`config.mk`:
```
export PLATFORM = sky130hd
export DESIGN_NAME = key_scan
export DESIGN_NICKNAME = d
export VERILOG_FILES = /design/src/rtl/key_scan.sv
export SDC_FILE = /design/constraint.sdc
export NUM_CORES = 1
export LEC_CHECK = 0
export CAP_MARGIN = 20
export CORE_MARGIN = 8
export CORE_UTILIZATION = 40
export DETAILED_ROUTE_END_ITERATION = 10
export GPL_TIMING_DRIVEN = 0
export HOLD_SLACK_MARGIN = 0.15
export PLACE_DENSITY = 0.61
export SLEW_MARGIN = 20
export SYNTH_ARGS = -nofsm -noshare
export SYNTH_HDL_FRONTEND = slang
export SYNTH_SLANG_ARGS = --single-unit
```
`constraint.sdc`:
```
create_clock -name clk100mhz -period 2 [get_ports clk100mhz]
set_clock_uncertainty 0.15 [all_clocks]
set_input_delay 0.3 -clock clk100mhz [delete_from_list [all_inputs] [get_ports clk100mhz]]
set_output_delay 0.3 -clock clk100mhz [all_outputs]
set_load 0.03 [all_outputs]
```
`src/rtl/key_scan.sv`:
```
// -----------------------------------------------------------------------------
// key_scan -- 4x4 matrix keypad scanner with debounce.
//
// One column at a time is driven low. The synchronized row lines are sampled
// once per scan tick. A non-idle row pattern must stay unchanged for
// DEBOUNCE_CNT further ticks before the key is accepted. Release needs
// DEBOUNCE_CNT further all-high ticks before scanning resumes.
//
// Optional feature: define KEY_REPEAT_EN to enable auto-repeat.
//   With the macro, a held key re-strobes key_valid after REPEAT_DELAY ticks
//   and then every REPEAT_RATE ticks.
//   Without the macro, no repeat logic exists and both repeat parameters are
//   ignored.
//
// Ports:
//   clk100mhz  in   1  system clock (only clock)
//   reset      in   1  asynchronous active-high reset
//   row        in   4  keypad rows, active-low, externally pulled up
//   col        out  4  column drive, active-low one-hot
//   key_code   out  4  last accepted key, col_index*4 + row_index
//   key_valid  out  1  one-cycle strobe per accepted press (and per repeat)
//   key_held   out  1  high while the accepted key is still pressed
// -----------------------------------------------------------------------------
module key_scan #(
  parameter int SCAN_DIV     = 100000,
  parameter int DEBOUNCE_CNT = 20,
  parameter int REPEAT_DELAY = 500,
  parameter int REPEAT_RATE  = 100
) (
  input  logic       clk100mhz,
  input  logic       reset,
  input  logic [3:0] row,
  output logic [3:0] col,
  output logic [3:0] key_code,
  output logic       key_valid,
  output logic       key_held
);

  localparam int DIV_W = (SCAN_DIV > 1) ? $clog2(SCAN_DIV) : 1;
  localparam int CNT_W = (DEBOUNCE_CNT > 1) ? $clog2(DEBOUNCE_CNT) : 1;
  localparam logic [DIV_W-1:0] DIV_LAST = DIV_W'(SCAN_DIV - 1);
  localparam logic [CNT_W-1:0] DEB_LAST = CNT_W'(DEBOUNCE_CNT - 1);

  typedef enum logic [1:0] {
    S_SCAN     = 2'd0,
    S_DEBOUNCE = 2'd1,
    S_PRESSED  = 2'd2,
    S_RELEASE  = 2'd3
  } state_t;

  logic [3:0]       r_row_meta;
  logic [3:0]       r_row_sync;
  logic [DIV_W-1:0] r_div;
  state_t           r_state;
  logic [3:0]       r_col;
  logic [3:0]       r_pattern;
  logic [CNT_W-1:0] r_cnt;
  logic [3:0]       r_key_code;
  logic             r_key_valid;
  logic             r_key_held;

  logic             w_tick;
  logic             w_all_high;
  logic [3:0]       w_col_rot;
  state_t           w_state_nxt;
  logic [3:0]       w_col_nxt;
  logic [3:0]       w_pattern_nxt;
  logic [CNT_W-1:0] w_cnt_nxt;
  logic [3:0]       w_key_code_nxt;
  logic             w_key_valid_nxt;
  logic             w_key_held_nxt;

`ifdef KEY_REPEAT_EN
  localparam int REP_MAX = (REPEAT_DELAY > REPEAT_RATE) ? REPEAT_DELAY : REPEAT_RATE;
  localparam int REP_W   = (REP_MAX > 1) ? $clog2(REP_MAX) : 1;
  localparam logic [REP_W-1:0] REP_DELAY_LAST = REP_W'(REPEAT_DELAY - 1);
  localparam logic [REP_W-1:0] REP_RATE_LAST  = REP_W'(REPEAT_RATE - 1);

  // r_rep counts hold ticks since the last strobe.
  // r_rep_first selects whether the initial delay or the repeat rate applies.
  logic [REP_W-1:0] r_rep;
  logic             r_rep_first;
  logic [REP_W-1:0] w_rep_nxt;
  logic             w_rep_first_nxt;
  logic [REP_W-1:0] w_rep_last;

  assign w_rep_last = r_rep_first ? REP_DELAY_LAST : REP_RATE_LAST;
`else
  // Repeat timing parameters have no effect in this build.
  if (REPEAT_DELAY < 0 || REPEAT_RATE < 0) begin : g_repeat_unused
  end
`endif

  // Column index of the active-low one-hot column drive.
  function automatic logic [1:0] col_index(input logic [3:0] c);
    logic [1:0] idx;
    case (c)
      4'b1110: idx = 2'd0;
      4'b1101: idx = 2'd1;
      4'b1011: idx = 2'd2;
      4'b0111: idx = 2'd3;
      default: idx = 2'd0;
    endcase
    return idx;
  endfunction

  // Lowest-numbered low row wins when several rows are pressed together.
  function automatic logic [1:0] row_index(input logic [3:0] p);
    logic [1:0] idx;
    if (!p[0]) begin
      idx = 2'd0;
    end else if (!p[1]) begin
      idx = 2'd1;
    end else if (!p[2]) begin
      idx = 2'd2;
    end else begin
      idx = 2'd3;
    end
    return idx;
  endfunction

  assign w_tick     = (r_div == DIV_LAST);
  assign w_all_high = (r_row_sync == 4'b1111);
  assign w_col_rot  = {r_col[2:0], r_col[3]};

  assign col       = r_col;
  assign key_code  = r_key_code;
  assign key_valid = r_key_valid;
  assign key_held  = r_key_held;

  // Two-flop synchronizer for the asynchronous row lines.
  always_ff @(posedge clk100mhz or posedge reset) begin
    if (reset) begin
      r_row_meta <= 4'b1111;
      r_row_sync <= 4'b1111;
    end else begin
      r_row_meta <= row;
      r_row_sync <= r_row_meta;
    end
  end

  // Scan-tick divider: w_tick is high for one cycle every SCAN_DIV cycles.
  always_ff @(posedge clk100mhz or posedge reset) begin
    if (reset) begin
      r_div <= {DIV_W{1'b0}};
    end else if (w_tick) begin
      r_div <= {DIV_W{1'b0}};
    end else begin
      r_div <= r_div + 1'b1;
    end
  end

  // Next-state and next-output logic.
  // Nothing changes outside tick cycles, except that key_valid drops back to 0.
  always_comb begin
    w_state_nxt     = r_state;
    w_col_nxt       = r_col;
    w_pattern_nxt   = r_pattern;
    w_cnt_nxt       = r_cnt;
    w_key_code_nxt  = r_key_code;
    w_key_valid_nxt = 1'b0;
    w_key_held_nxt  = r_key_held;
`ifdef KEY_REPEAT_EN
    w_rep_nxt       = r_rep;
    w_rep_first_nxt = r_rep_first;
`endif
    if (w_tick) begin
      case (r_state)
        S_SCAN: begin
          if (w_all_high) begin
            w_col_nxt = w_col_rot;
          end else begin
            w_pattern_nxt = r_row_sync;
            w_cnt_nxt     = {CNT_W{1'b0}};
            w_state_nxt   = S_DEBOUNCE;
          end
        end
        S_DEBOUNCE: begin
          if (r_row_sync != r_pattern) begin
            w_state_nxt = S_SCAN;
          end else if (r_cnt == DEB_LAST) begin
            w_key_code_nxt  = {col_index(r_col), row_index(r_pattern)};
            w_key_valid_nxt = 1'b1;
            w_key_held_nxt  = 1'b1;
            w_state_nxt     = S_PRESSED;
`ifdef KEY_REPEAT_EN
            w_rep_nxt       = {REP_W{1'b0}};
            w_rep_first_nxt = 1'b1;
`endif
          end else begin
            w_cnt_nxt = r_cnt + 1'b1;
          end
        end
        S_PRESSED: begin
          if (w_all_high) begin
            w_cnt_nxt   = {CNT_W{1'b0}};
            w_state_nxt = S_RELEASE;
          end else begin
`ifdef KEY_REPEAT_EN
            if (r_rep == w_rep_last) begin
              w_key_valid_nxt = 1'b1;
              w_rep_nxt       = {REP_W{1'b0}};
              w_rep_first_nxt = 1'b0;
            end else begin
              w_rep_nxt = r_rep + 1'b1;
            end
`else
            w_state_nxt = S_PRESSED;
`endif
          end
        end
        S_RELEASE: begin
          if (!w_all_high) begin
            w_state_nxt = S_PRESSED;
`ifdef KEY_REPEAT_EN
            w_rep_nxt       = {REP_W{1'b0}};
            w_rep_first_nxt = 1'b1;
`endif
          end else if (r_cnt == DEB_LAST) begin
            w_key_held_nxt = 1'b0;
            w_col_nxt      = w_col_rot;
            w_state_nxt    = S_SCAN;
          end else begin
            w_cnt_nxt = r_cnt + 1'b1;
          end
        end
        default: begin
          w_state_nxt = S_SCAN;
        end
      endcase
    end else begin
      w_state_nxt = r_state;
    end
  end

  // FSM state, column drive, counters and registered outputs.
  always_ff @(posedge clk100mhz or posedge reset) begin
    if (reset) begin
      r_state     <= S_SCAN;
      r_col       <= 4'b1110;
      r_pattern   <= 4'b1111;
      r_cnt       <= {CNT_W{1'b0}};
      r_key_code  <= 4'd0;
      r_key_valid <= 1'b0;
      r_key_held  <= 1'b0;
`ifdef KEY_REPEAT_EN
      r_rep       <= {REP_W{1'b0}};
      r_rep_first <= 1'b1;
`endif
    end else begin
      r_state     <= w_state_nxt;
      r_col       <= w_col_nxt;
      r_pattern   <= w_pattern_nxt;
      r_cnt       <= w_cnt_nxt;
      r_key_code  <= w_key_code_nxt;
      r_key_valid <= w_key_valid_nxt;
      r_key_held  <= w_key_held_nxt;
`ifdef KEY_REPEAT_EN
      r_rep       <= w_rep_nxt;
      r_rep_first <= w_rep_first_nxt;
`endif
    end
  end

endmodule
```
==> Word-level counts from Yosys, hierarchy flattened <==
Index checks and enable logic that the tools add are counted.
W data, S select, Z words.
{ "word_totals": {"ff_bits": 46, "latch_bits": 0, "ramBits": 0, "romBits": 0, "output_inout_bits": 10, "elab_cells": 73, "memories": 0} }
{ "op_classes": {"add_sub_neg": 2, "n_mul": 0, "div": 0, "order_cmp": 0, "n_eq_ne": 19, "shift": 0, "muxes": 31, "bitwise_logic": 2, "n_reduce_logical": 9} }
{ "op_table": {"columns": ["operator", "n"], "rows": [
  ["$mux W5", 5],
  ["$pmux W5 S4", 1],
  ["$add A17 B1 Y17 const B", 1],
  ["$eq A17 B17 Y1 const B", 1],
  ["$mux W17", 1],
  ["$mux W2", 7],
  ["$ne A2 B2 Y1 const B", 7],
  ["$eq A4 B4 Y1 const B", 3],
  ["$mux W4", 3],
  ["$mux W1", 10],
  ["$reduce_and A5 Y1", 2],
  ["$pmux W2 S4", 1],
  ["$pmux W4 S2", 1],
  ["$reduce_and A4 Y1", 2],
  ["$ne A3 B3 Y1 const B", 2],
  ["$pmux W2 S3", 1],
  ["$reduce_and A6 Y1", 1],
  ["$add A5 B1 Y5 const B", 1],
  ["$eq A5 B5 Y1 const B", 1],
  ["$eq A2 B2 Y1 const B", 2],
  ["$eq A4 B3 Y1 const B", 1],
  ["$ne A4 B4 Y1", 1],
  ["$reduce_bool A2 Y1", 2],
  ["$reduce_and A3 Y1", 1],
  ["other kinds (4)", 5]
]} }

==> Depth between registers and ports, before layout <==
Gate-level depths: netlist (run 1).
{ "logic_depth": {"ltp_word": 5, "mapped_depth": 6} }

==> Worst setup path after synthesis (run 1) <==
No wires, ideal clock.
{ "synth_timing": {"path_kind": "register to register", "start": "reg r_div[0]", "end": "reg r_cnt[0]", "setup_time_ns": 0.127, "arrival_time_ns": 1.833, "required_time_ns": 1.723, "slack_ns": -0.111, "path_stages_with_launch": 7, "n_path_buf": 0, "path_cell_list": "dfrtp_1 -> ha_1 -> and4_1 -> nand4_1 -> nand2b_1 -> or3_4 -> mux2_1"} }
{ "synth_between": {"elab_chain_cells": 2} }
{ "synth_rtl": {"columns": ["item", "line", "source"], "rows": [
  ["start: declaration", "53", "logic [DIV_W-1:0] r_div;"],
  ["start signal: assignment", "145", "r_div <= {DIV_W{1'b0}};"],
  ["start signal: assignment", "147", "r_div <= {DIV_W{1'b0}};"],
  ["start signal: assignment", "149", "r_div <= r_div + 1'b1;"],
  ["$eq A17 B17 Y1", "122", "assign w_tick = (r_div == DIV_LAST);"],
  ["$reduce_and A5 Y1 (no line)", null, null],
  ["end signal: assignment", "242", "r_cnt <= {CNT_W{1'b0}};"],
  ["end signal: assignment", "254", "r_cnt <= w_cnt_nxt;"],
  ["end: declaration", "57", "logic [CNT_W-1:0] r_cnt;"]
]} }
No other way between the ends.
A chain may end at the register's enable or synchronous reset.

==> Worst setup path in the final report (run 1) <==
{ "layout_timing": {"start": "reg r_div[14]", "end": "reg r_cnt[0]"} }
Same word-level chain as after synthesis.

==> results of run 1 <==
[stage by stage]
step	cells	hold WS, ns	TNS, ns	cell area (sq um)	util [%]
floorplan	183	0.154	-0.234	2180	-
global placement	268	0.197	-13.04	2420	47.1
detailed placement	269	0.197	-2.89	2450	47.7
CTS	297	0.196	-0.978	2780	54.1
global route	311	0.213	-2.67	2950	57.5
finish	311	0.192	-1.18	2950	57.5
[layer usage]
| layer | vias up | share of wire [%] | GRT usage, % |
|---|---|---|---|
| li1 | 769 | - | - |
| met1 | 808 | 43 | 14.2 |
| met2 | 19 | 52 | 20.9 |
| met3 | 6 | 3.8 | 4.14 |
| met4 | 0 | 1.0 | 3.63 |
| met5 | - | 0 | 0 |
[report_power, final]
part	switching, mW	internal (mW)	total [mW]
clock network	0.319	0.324	0.643
registers	0.00590	0.945	0.951
logic	0.0278	0.0225	0.0503
total	0.352	1.29	1.64
[sequential cells by signal, indices dropped and copies added (netlist names)]
name,cells
r_div,17
r_cnt,5
col,4
key_code,4
r_pattern,4
r_row_meta,4
r_row_sync,4
r_state,2
key_held,1
key_valid,1
[how the worst max path moves through the flow]
| stage | from | to | slack (ns) | cells after the start |
|---|---|---|---|---|
| finish | r_div[14] | r_cnt[0] | -0.17 | 6 |
| global placement | reset | r_div[3] | -0.36 | 2 |
| CTS | r_div[5] | r_cnt[0] | -0.13 | 6 |
| detailed placement | r_cnt[0] | key_code[2] | -0.33 | 5 |
| global route | r_div[5] | r_state[0] | -0.23 | 6 |
| floorplan | r_row_sync[3] | r_cnt[0] | -0.07 | 5 |
[cell usage after synthesis, types with 2 or more instances]
cell type and n:
a21oi_1 3, mux2i_1 2, nand3b_1 2, clkbuf_1 2
mux2_2 5, o31ai_1 3, o21ai_0 5, a211oi_1 2
xor2_1 13, xnor2_1 8, nand2b_1 2, dfstp_2 15
dfrtp_1 31, and2_1 3, nor4_2 2, and4_1 4
inv_1 5, nor4_4 2, and3_1 4, nor2_1 12
mux2_1 5, nor2b_1 2, ha_1 2, nand3_1 9
nor3_1 4, nand4_1 9, nand2_1 13
[what timing repair did]
action,in CTS,in global routing
endpoints found under the hold margin,0,0
gates resized for setup,21,20
gates cloned,0,0
setup endpoints to repair,21,19
setup buffers,20,14
pin swaps,13,10
[final cells by class]
type / count / area, sq um / share of cell area, %
Sequential cell: 46 / 1170 / 39.8
Tap cell: 70 / 87.6 / 2.96
Clock inverter: 2 / 13.8 / 0.466
Timing Repair Buffer: 50 / 444 / 15.0
Clock buffer: 6 / 93.8 / 3.18
Inverter: 5 / 18.8 / 0.635
Buffer: 2 / 8.76 / 0.296
Multi-Input combinational cell: 130 / 1110 / 37.7
[logic make-up (layout without fill, tap and decap cells)]
| family | count (synthesis) | after routing | synth area share, % |
|---|---|---|---|
| AOI/OAI and AO/OA | 18 | 18 | 5.24 |
| xor gates and xnor gates | 21 | 21 | 8.56 |
| adders and majority gates | 2 | 2 | 1.16 |
| buffers and inverters | 7 | 65 | 1.22 |
| DFF | 46 | 46 | 54.4 |
| muxes | 12 | 12 | 6.17 |
| and+or+nand+nor | 77 | 77 | 23.2 |
==> impl_metrics.tcl, run 1 <==
set metrics [dict create \
    die_y_um 89.3 \
    synthDistinctLibCells 41 \
    synth_area_leader_cell "dfrtp_1" \
    yosysWarnings 0 \
    path_class "reg -> reg" \
    core_area_sq_mm 0.00514 \
    final_cell_mix "buf_4 (30), dfrtp_1 (27), dfstp_2 (15)" \
    grt_pass1_wl_um 7610 \
    place_congestion 0.804 \
    area_growth_pct 37.4 \
    slew_headroom_pct 67.5 \
    drive_gt1_share_pct 41.5 \
    crit_family "simple AND/OR/NAND/NOR gates" \
    drt-wirelength-per-cell_um 14.5 \
    finalSetupViolations 17 \
    synth.area.top_cells "dfrtp_1 (36%), dfstp_2 (18%), xor2_1 (5.3%), xnor2_1 (3.3%), mux2_1 (2.6%)" \
    synth_seq_cells 46 \
    syn-cell-area_sq_mm 0.00215 \
    seq_area_frac_synth_pct 54.4 \
    status "finished, violations left" \
    path_buf_inv 1 \
    dp_worst_setup_slack_ns -0.332 \
    power_mw 1.64 \
    io_pins 16 \
    nFillCells 439 \
    track_usage_pct 12.3 \
    r2r_setup_slack_ns -0.17 \
    cts_root_buf "clkbuf_8" \
    antenna_found_initial 0 \
    synth_nets 191 \
    clock-sinks 46 \
    synth_top_area_share_pct 36.1 \
    rows 26 \
    max_stage_delay_ns 0.42 \
    drt_pass1_iterations 4 \
    rsz0062_at_grt "true" \
    cpMaxStageDelayCell "dfrtp_1" \
    crit_chain "nor4b_4 -> nand4_1 -> buf_6 -> nand2b_4 -> or3_4 -> mux2_4" \
    fmax_mhz 462 \
    dp_hpwl_um 2870 \
    cellLeakagePower_nw 1.24 \
    hold_path.class "in -> async" \
    numCtsBuffers 5 \
    crit_required_ns 2.04 \
    r2r_cells 6 \
    ctsHoldBuffers 0 \
    nNetsFinal 248 \
    grt_start_max_net_pins 25 \
    worst_pin_slew_ns 0.487 \
    drc_errors 0 \
    via_per_inst 5.15 \
    insertion_delay_ns 0.30 \
    final_max_slew_viol_count 0 \
    grt_pass1_vias 1632 \
    dieArea_sq_mm 0.00798 \
    wirelength_um 4510 \
    fin_crit_sh_pct 108 \
    postRouteAntennaNets 0 \
    arrival_ns 2.21 \
    numPortBuffers 15 \
    synth-edff-count 0 \
    worst_setup_path_end_kind "flip-flop" \
    reg2reg_from "r_div[14]" \
    grt.overflow.total 0 \
    r2r-end "r_cnt[0]" \
    start_kind "flip-flop" \
    irDropWorstVdd_v 0.000452 \
    hold_viol 0 \
    die_x_um 89.3 \
    ys.flop_type "dfrtp_1" \
    start_util_pct 41.8 \
    worstPathMaxFanout 3 \
    antennaDiodeCount 0 \
    violations "negative setup slack" \
    htreeDepth 2 \
    final_common_cell "buf_4" \
    synthCells 183 \
    clkSlewWorstSetupHoldPaths_ns 0.09 \
    cts_buffer_depth 2 \
    cts_tree "yes" \
    power_density_mw_per_mm2 557 \
    synth_area_per_cell_sq_um 11.7 \
    async_reset_ff_share_pct 100 \
    fin_ws_ns -0.166 \
    vias 1602 \
    period_needed_ns 2.17 \
    drtIter0Drc 81 \
    drv_cap 0 \
]
(Power assumes the default switching activity.)
==> inputs of run 2 (changes only) <==
--- a/config.mk
+++ b/config.mk
@@ -5,6 +5,7 @@
 export SDC_FILE = /design/constraint.sdc
 export NUM_CORES = 1
 export LEC_CHECK = 0
+export ABC_AREA = 1
 export CAP_MARGIN = 20
 export CORE_MARGIN = 8
 export CORE_UTILIZATION = 40
==> run 2 against run 1 <==
The flow now finishes without violations. Power decreased by 4.2%. Critical path depth shrank 5. Register-to-register slack better by 0.38 ns. Non-clock buffer count fell by 35. Die area increased by 8.4%. Critical path type is now reg -> out. Largest cell class unchanged. Highest routed layer unchanged.
==> impl_metrics.tcl, run 2 <==
set metrics [dict create \
    synth_seq_cells 46 \
    design_area_sq_mm 0.00272 \
    power_density_mw_per_mm2 579 \
    regMostFlops "r_div" \
    yosys.area_share.simple_pct 33.5 \
    via_per_inst 4.87 \
    instances_no_fill 388 \
    grt_pass1_wl_um 8720 \
    area_growth_pct 14.8 \
    dp_hpwl_um 3600 \
    drt-wirelength-per-cell_um 12.0 \
    rows 28 \
    cellLeakagePower_nw 1.23 \
    crit_chain "clkdlybuf4s50_1" \
    worst_setup_path_end_kind "output port" \
    start_util_pct 40.7 \
    htreeDepth 2 \
    synth_top_family_by_area "simple AND/OR/NAND/NOR gates" \
    largestRegisters "r_div x17, r_cnt x5" \
    max_stage_delay_ns 0.70 \
    die_y_um 93.0 \
    path_class "reg -> out" \
    status "finished clean" \
    final_cell_mix "nand2_1 (67), nor2_1 (40), inv_1 (33), dfrtp_1 (31), nand4_1 (16)" \
    nNetsFinal 320 \
    fin_ws_ns 0.127 \
    fmax_mhz 534 \
    synth_area_leader_cell "dfrtp_1" \
    period_needed_ns 1.87 \
    postRouteAntennaNets 0 \
    synth.area.mux_share_pct 0 \
    drt_pass1_iterations 4 \
    grt.overflow.total 0 \
    track_usage_pct 12.4 \
    vias 1890 \
    timing.hold.ws_ns 0.167 \
    start_kind "flip-flop" \
    irDropWorstVdd_v 0.000476 \
    ys.flop_type "dfrtp_1" \
    drv_cap 0 \
    seq_area_frac_synth_pct 49.4 \
    clock-sinks 46 \
    grt_start_max_net_pins 27 \
    clkSlewWorstSetupHoldPaths_ns 0.08 \
    post-cts-setup-buffer-count 0 \
    power_mw 1.58 \
    synth_nets 297 \
    hold_viol 0 \
    synth_area_per_cell_sq_um 8.20 \
    crit_required_ns 1.55 \
    final_common_cell "nand2_1" \
    drtIter0Drc 51 \
    worstPathMaxFanout 5 \
    antennaDiodeCount 0 \
    crit_family "buffers and inverters" \
    drc_errors 0 \
    cpMaxStageDelayCell "clkdlybuf4s50_1" \
    dieArea_sq_mm 0.00864 \
    rsz0062_at_grt "false" \
    syn-cell-area_sq_mm 0.00237 \
    drive_gt1_share_pct 16.6 \
    synth-edff-count 0 \
    largest_reg_flops 17 \
    fin_crit_sh_pct 93.7 \
    synth-adder-area-share_pct 1.06 \
    final_max_slew_viol_count 0 \
    numPortBuffers 15 \
    grt_pass1_vias 1969 \
    hold_path.class "in -> async" \
    antenna_found_initial 0 \
    place_congestion 0.835 \
    ctsHoldBuffers 0 \
    cts_resized 3 \
    insertion_delay_ns 0.30 \
    synth.area.top_cells "dfrtp_1 (33%), dfstp_2 (17%), nand2_1 (11%), nor2_1 (6.3%), inv_1 (5.4%)" \
    wirelength_um 4670 \
    path_buf_inv 1 \
    numCtsBuffers 5 \
    cts_root_buf "clkbuf_8" \
    synthDistinctLibCells 29 \
    synth_most_common_cell "nand2_1" \
    synth_top_area_share_pct 32.7 \
    synth_compound_area_share_pct 5.97 \
    core_area_sq_mm 0.00582 \
    cts_tree "yes" \
    synth_xor_area_share_pct 3.33 \
    synthCells 289 \
    die_x_um 93.0 \
    async_reset_ff_share_pct 100 \
    arrival_ns 1.42 \
    io_pins 16 \
    yosysWarnings 0 \
    cts_buffer_depth 2 \
    synth_commonest_cells "nand2_1 (67), nor2_1 (40), inv_1 (34), dfrtp_1 (31), nand4_1 (16)" \
    finalSetupViolations 0 \
    dpl.cell_count 380 \
    place_area_sq_mm 0.00263 \
    dp_worst_setup_slack_ns 0.195 \
    slew_headroom_pct 69.9 \
    worst_pin_slew_ns 0.451 \
]
run 2: through the flow:
stage	utilization (%)	setup TNS (ns)
finish	46.8	0
global route	46.8	0
CTS	46.8	0
detailed placement	45.3	0
global placement	44.9	-14.32
floorplan	-	0
run 2: routing by layer:
| metal | global-route usage, % | vias to the layer above | share of wire, % | wire length [um] |
|---|---|---|---|---|
| li1 | - | 971 | - | - |
| met1 | 15.2 | 895 | 46 | 2160 |
| met2 | 20.4 | 17 | 49 | 2310 |
| met3 | 3.69 | 7 | 2.8 | 133 |
| met4 | 4.43 | 0 | 1.6 | 74 |
| met5 | 0 | - | 0 | 0 |
run 2: report_power, final:
group | total (mW) | internal (mW) | switching, mW
logic | 0.0431 | 0.0162 | 0.0269
clock network | 0.582 | 0.279 | 0.303
registers | 0.950 | 0.945 | 0.00543
run 2: cells by family after synthesis:
group                      after synthesis
xor gates and xnor gates                 9
adders and majority gates                2
DFF                                     46
and+or+nand+nor                        163
buffers and inverters                   42
AOI/OAI and AO/OA                       27
run 2: path summary, 6_finish.rpt:
path | startpoint | to | slack, ns | cells after the start
setup / recovery | col[0] | col[0] | 0.13 | 1
hold / removal | reset | r_state[1] | 0.17 | 2
setup reg to reg | r_div[0] | r_cnt[0] | 0.21 | 10
hold reg to reg | r_row_meta[3] | r_row_sync[3] | 0.21 | 0
max in group asynchronous | reset | col[3] | 0.97 | 3
min in group clk100mhz | r_row_meta[3] | r_row_sync[3] | 0.21 | 0
run 2: worst register-to-register path, stage by stage (launching register included):
cell and delay [ns]:
dfrtp_1 0.37, ha_1 0.19, nand2_2 0.08, inv_1 0.09
nand2_2 0.08, nor2_2 0.13, nand3_2 0.13, nor2_4 0.21
nand3_4 0.13, nand2_1 0.08, nand2_1 0.05
run 2: final cells by class:
type	count	area, sq um
Buffer	1	5.00
Clock buffer	7	86.3
Clock inverter	1	5.00
Fill cell	608	3090
Inverter	41	155
Multi-Input combinational cell	201	1040
Sequential cell	46	1170
Tap cell	75	93.8
Timing Repair Buffer	16	166
==> inputs of run 3 (changes only) <==
--- a/config.mk
+++ b/config.mk
@@ -13,7 +13,8 @@
 export GPL_TIMING_DRIVEN = 0
 export HOLD_SLACK_MARGIN = 0.15
 export PLACE_DENSITY = 0.61
-export SLEW_MARGIN = 20
+export RECOVER_POWER = 100
+export SLEW_MARGIN = 5
 export SYNTH_ARGS = -nofsm -noshare
 export SYNTH_HDL_FRONTEND = slang
 export SYNTH_SLANG_ARGS = --single-unit
==> run 3 against run 2 <==
Die area did not move. Sequential cell count did not move. Count of clock-buffer cells in the layout did not move. Highest routed layer unchanged. Final cell count did not move. Largest power group unchanged. Utilization fell by 0.43 points. Via count fell by 0.11%. Non-clock buffer count did not move. Register-to-register slack barely moved.
==> impl_metrics.tcl, run 3 (synthesis gave the netlist of run 2 again) <==
set metrics [dict create \
    r2r_setup_slack_ns 0.22 \
    htreeDepth 2 \
    ctsHoldBuffers 0 \
    numCtsBuffers 5 \
    nFillCells 615 \
    grt_pass1_vias 1969 \
    cellLeakagePower_nw 1.25 \
    nNetsFinal 320 \
    max_stage_delay_ns 0.70 \
    grt_pass1_wl_um 8720 \
    crit_required_ns 1.55 \
    postRouteAntennaNets 0 \
    final_common_cell "nand2_1" \
    irDropWorstVdd_v 0.000484 \
    power_density_mw_per_mm2 584 \
    worstPathMaxFanout 5 \
    fmax_mhz 534 \
    clock-sinks 46 \
    clkSlewWorstSetupHoldPaths_ns 0.08 \
    cts_buffer_depth 2 \
    antennaDiodeCount 0 \
    wirelength_um 4690 \
    slew_headroom_pct 49.1 \
    crit_chain "clkdlybuf4s50_1" \
    grt.overflow.total 0 \
    via_per_inst 4.87 \
    largest_reg_flops 17 \
    core_area_sq_mm 0.00582 \
    arrival_ns 1.42 \
    drv_cap 0 \
    io_pins 16 \
    final_cell_mix "nand2_1 (71), nor2_1 (41), inv_1 (36), dfrtp_1 (31), nand4_1 (16)" \
    rows 28 \
    drc_errors 0 \
    dieArea_sq_mm 0.00864 \
    drtIter0Drc 49 \
    grt_start_max_net_pins 27 \
    drt-wirelength-per-cell_um 12.1 \
    die_x_um 93.0 \
    start_kind "flip-flop" \
    period_needed_ns 1.87 \
    final_max_slew_viol_count 0 \
    start_util_pct 40.7 \
    regMostFlops "r_div" \
    drt_pass1_iterations 4 \
    utilization_pct 46.4 \
    place_congestion 0.835 \
    path_buf_inv 1 \
    drive_gt1_share_pct 12.8 \
    fin_crit_sh_pct 93.6 \
    worst_setup_path_end_kind "output port" \
    dp_hpwl_um 3600 \
    power_mw 1.57 \
    antenna_found_initial 0 \
    crit_family "buffers and inverters" \
    hold_path.class "reg -> reg" \
    status "finished clean" \
    area_growth_pct 13.8 \
    multi_input_area_sq_mm 0.00103 \
    cpMaxStageDelayCell "clkdlybuf4s50_1" \
    die_y_um 93.0 \
    insertion_delay_ns 0.30 \
    path_class "reg -> out" \
    vias 1888 \
    cts_tree "yes" \
    finalSetupViolations 0 \
    track_usage_pct 12.4 \
    regArea_sq_mm 0.00117 \
    rsz0062_at_grt "false" \
    numPortBuffers 15 \
    worst_pin_slew_ns 0.762 \
    hold_viol 0 \
    largestRegisters "r_div x17, r_cnt x5" \
    cts_root_buf "clkbuf_8" \
]
run 3: cell types whose count changed in the layout (fill, tap and decap cells not counted), sizes merged:
| cell | previous run | this run |
|---|---|---|
| buf | 2 | 1 |
| clkbuf | 7 | 8 |
| dlygate4sd3 | 0 | 11 |
| clkdlybuf4s50 | 12 | 1 |
run 3: area by class of cell:
type | instances | area share [%]
buffer | 1 | 0.186
clock inverter | 1 | 0.186
sequential | 46 | 43.4
clock buffer | 7 | 3.20
timing repair buffer | 16 | 5.71
tap | 75 | 3.48
multi-input combinational | 201 | 38.1
inverter | 41 | 5.75
run 3: metal layers:
metal	global-route usage [%]	routed length, um	up-vias
li1	-	-	967
met1	15.2	2190	894
met2	20.4	2280	20
met3	3.69	136	7
met4	4.43	74	0
met5	0	0	-
run 3: per-stage QoR:
step           setup TNS (ns)  worst slack [ns]  cells  area (sq um)  hold slack (ns)
2_1_floorplan               0             0.418    289          2370            0.154
3_3_place_gp           -14.32            -0.435    379          2610            0.196
3_5_place_dp                0             0.195    380          2630            0.197
4_1_cts                     0             0.111    388          2720            0.170
5_1_grt                     0            0.0215    388          2700            0.212
6_report                    0             0.128    388          2700            0.208
run 3: timing repair:
action                                  in CTS  in global routing
buffers inserted                             0                  0
gates resized for setup                      3                  0
endpoints found under the setup margin       3                  0
run 3: worst paths after layout:
kind / startpoint / end / cells after the start
worst max-delay path: col[0] / col[0] / 1
worst min-delay path: r_row_meta[1] / r_row_sync[1] / 0
worst min register to register: r_row_meta[1] / r_row_sync[1] / 0
max in group asynchronous: reset / col[2] / 3
worst max register to register: r_div[0] / key_code[2] / 10
min in group asynchronous: reset / r_state[1] / 2
run 3: report_power, final:
group	total (mW)	switching [mW]	internal (mW)
combinational	0.0376	0.0262	0.0114
clock	0.586	0.307	0.279
sequential	0.950	0.00539	0.944
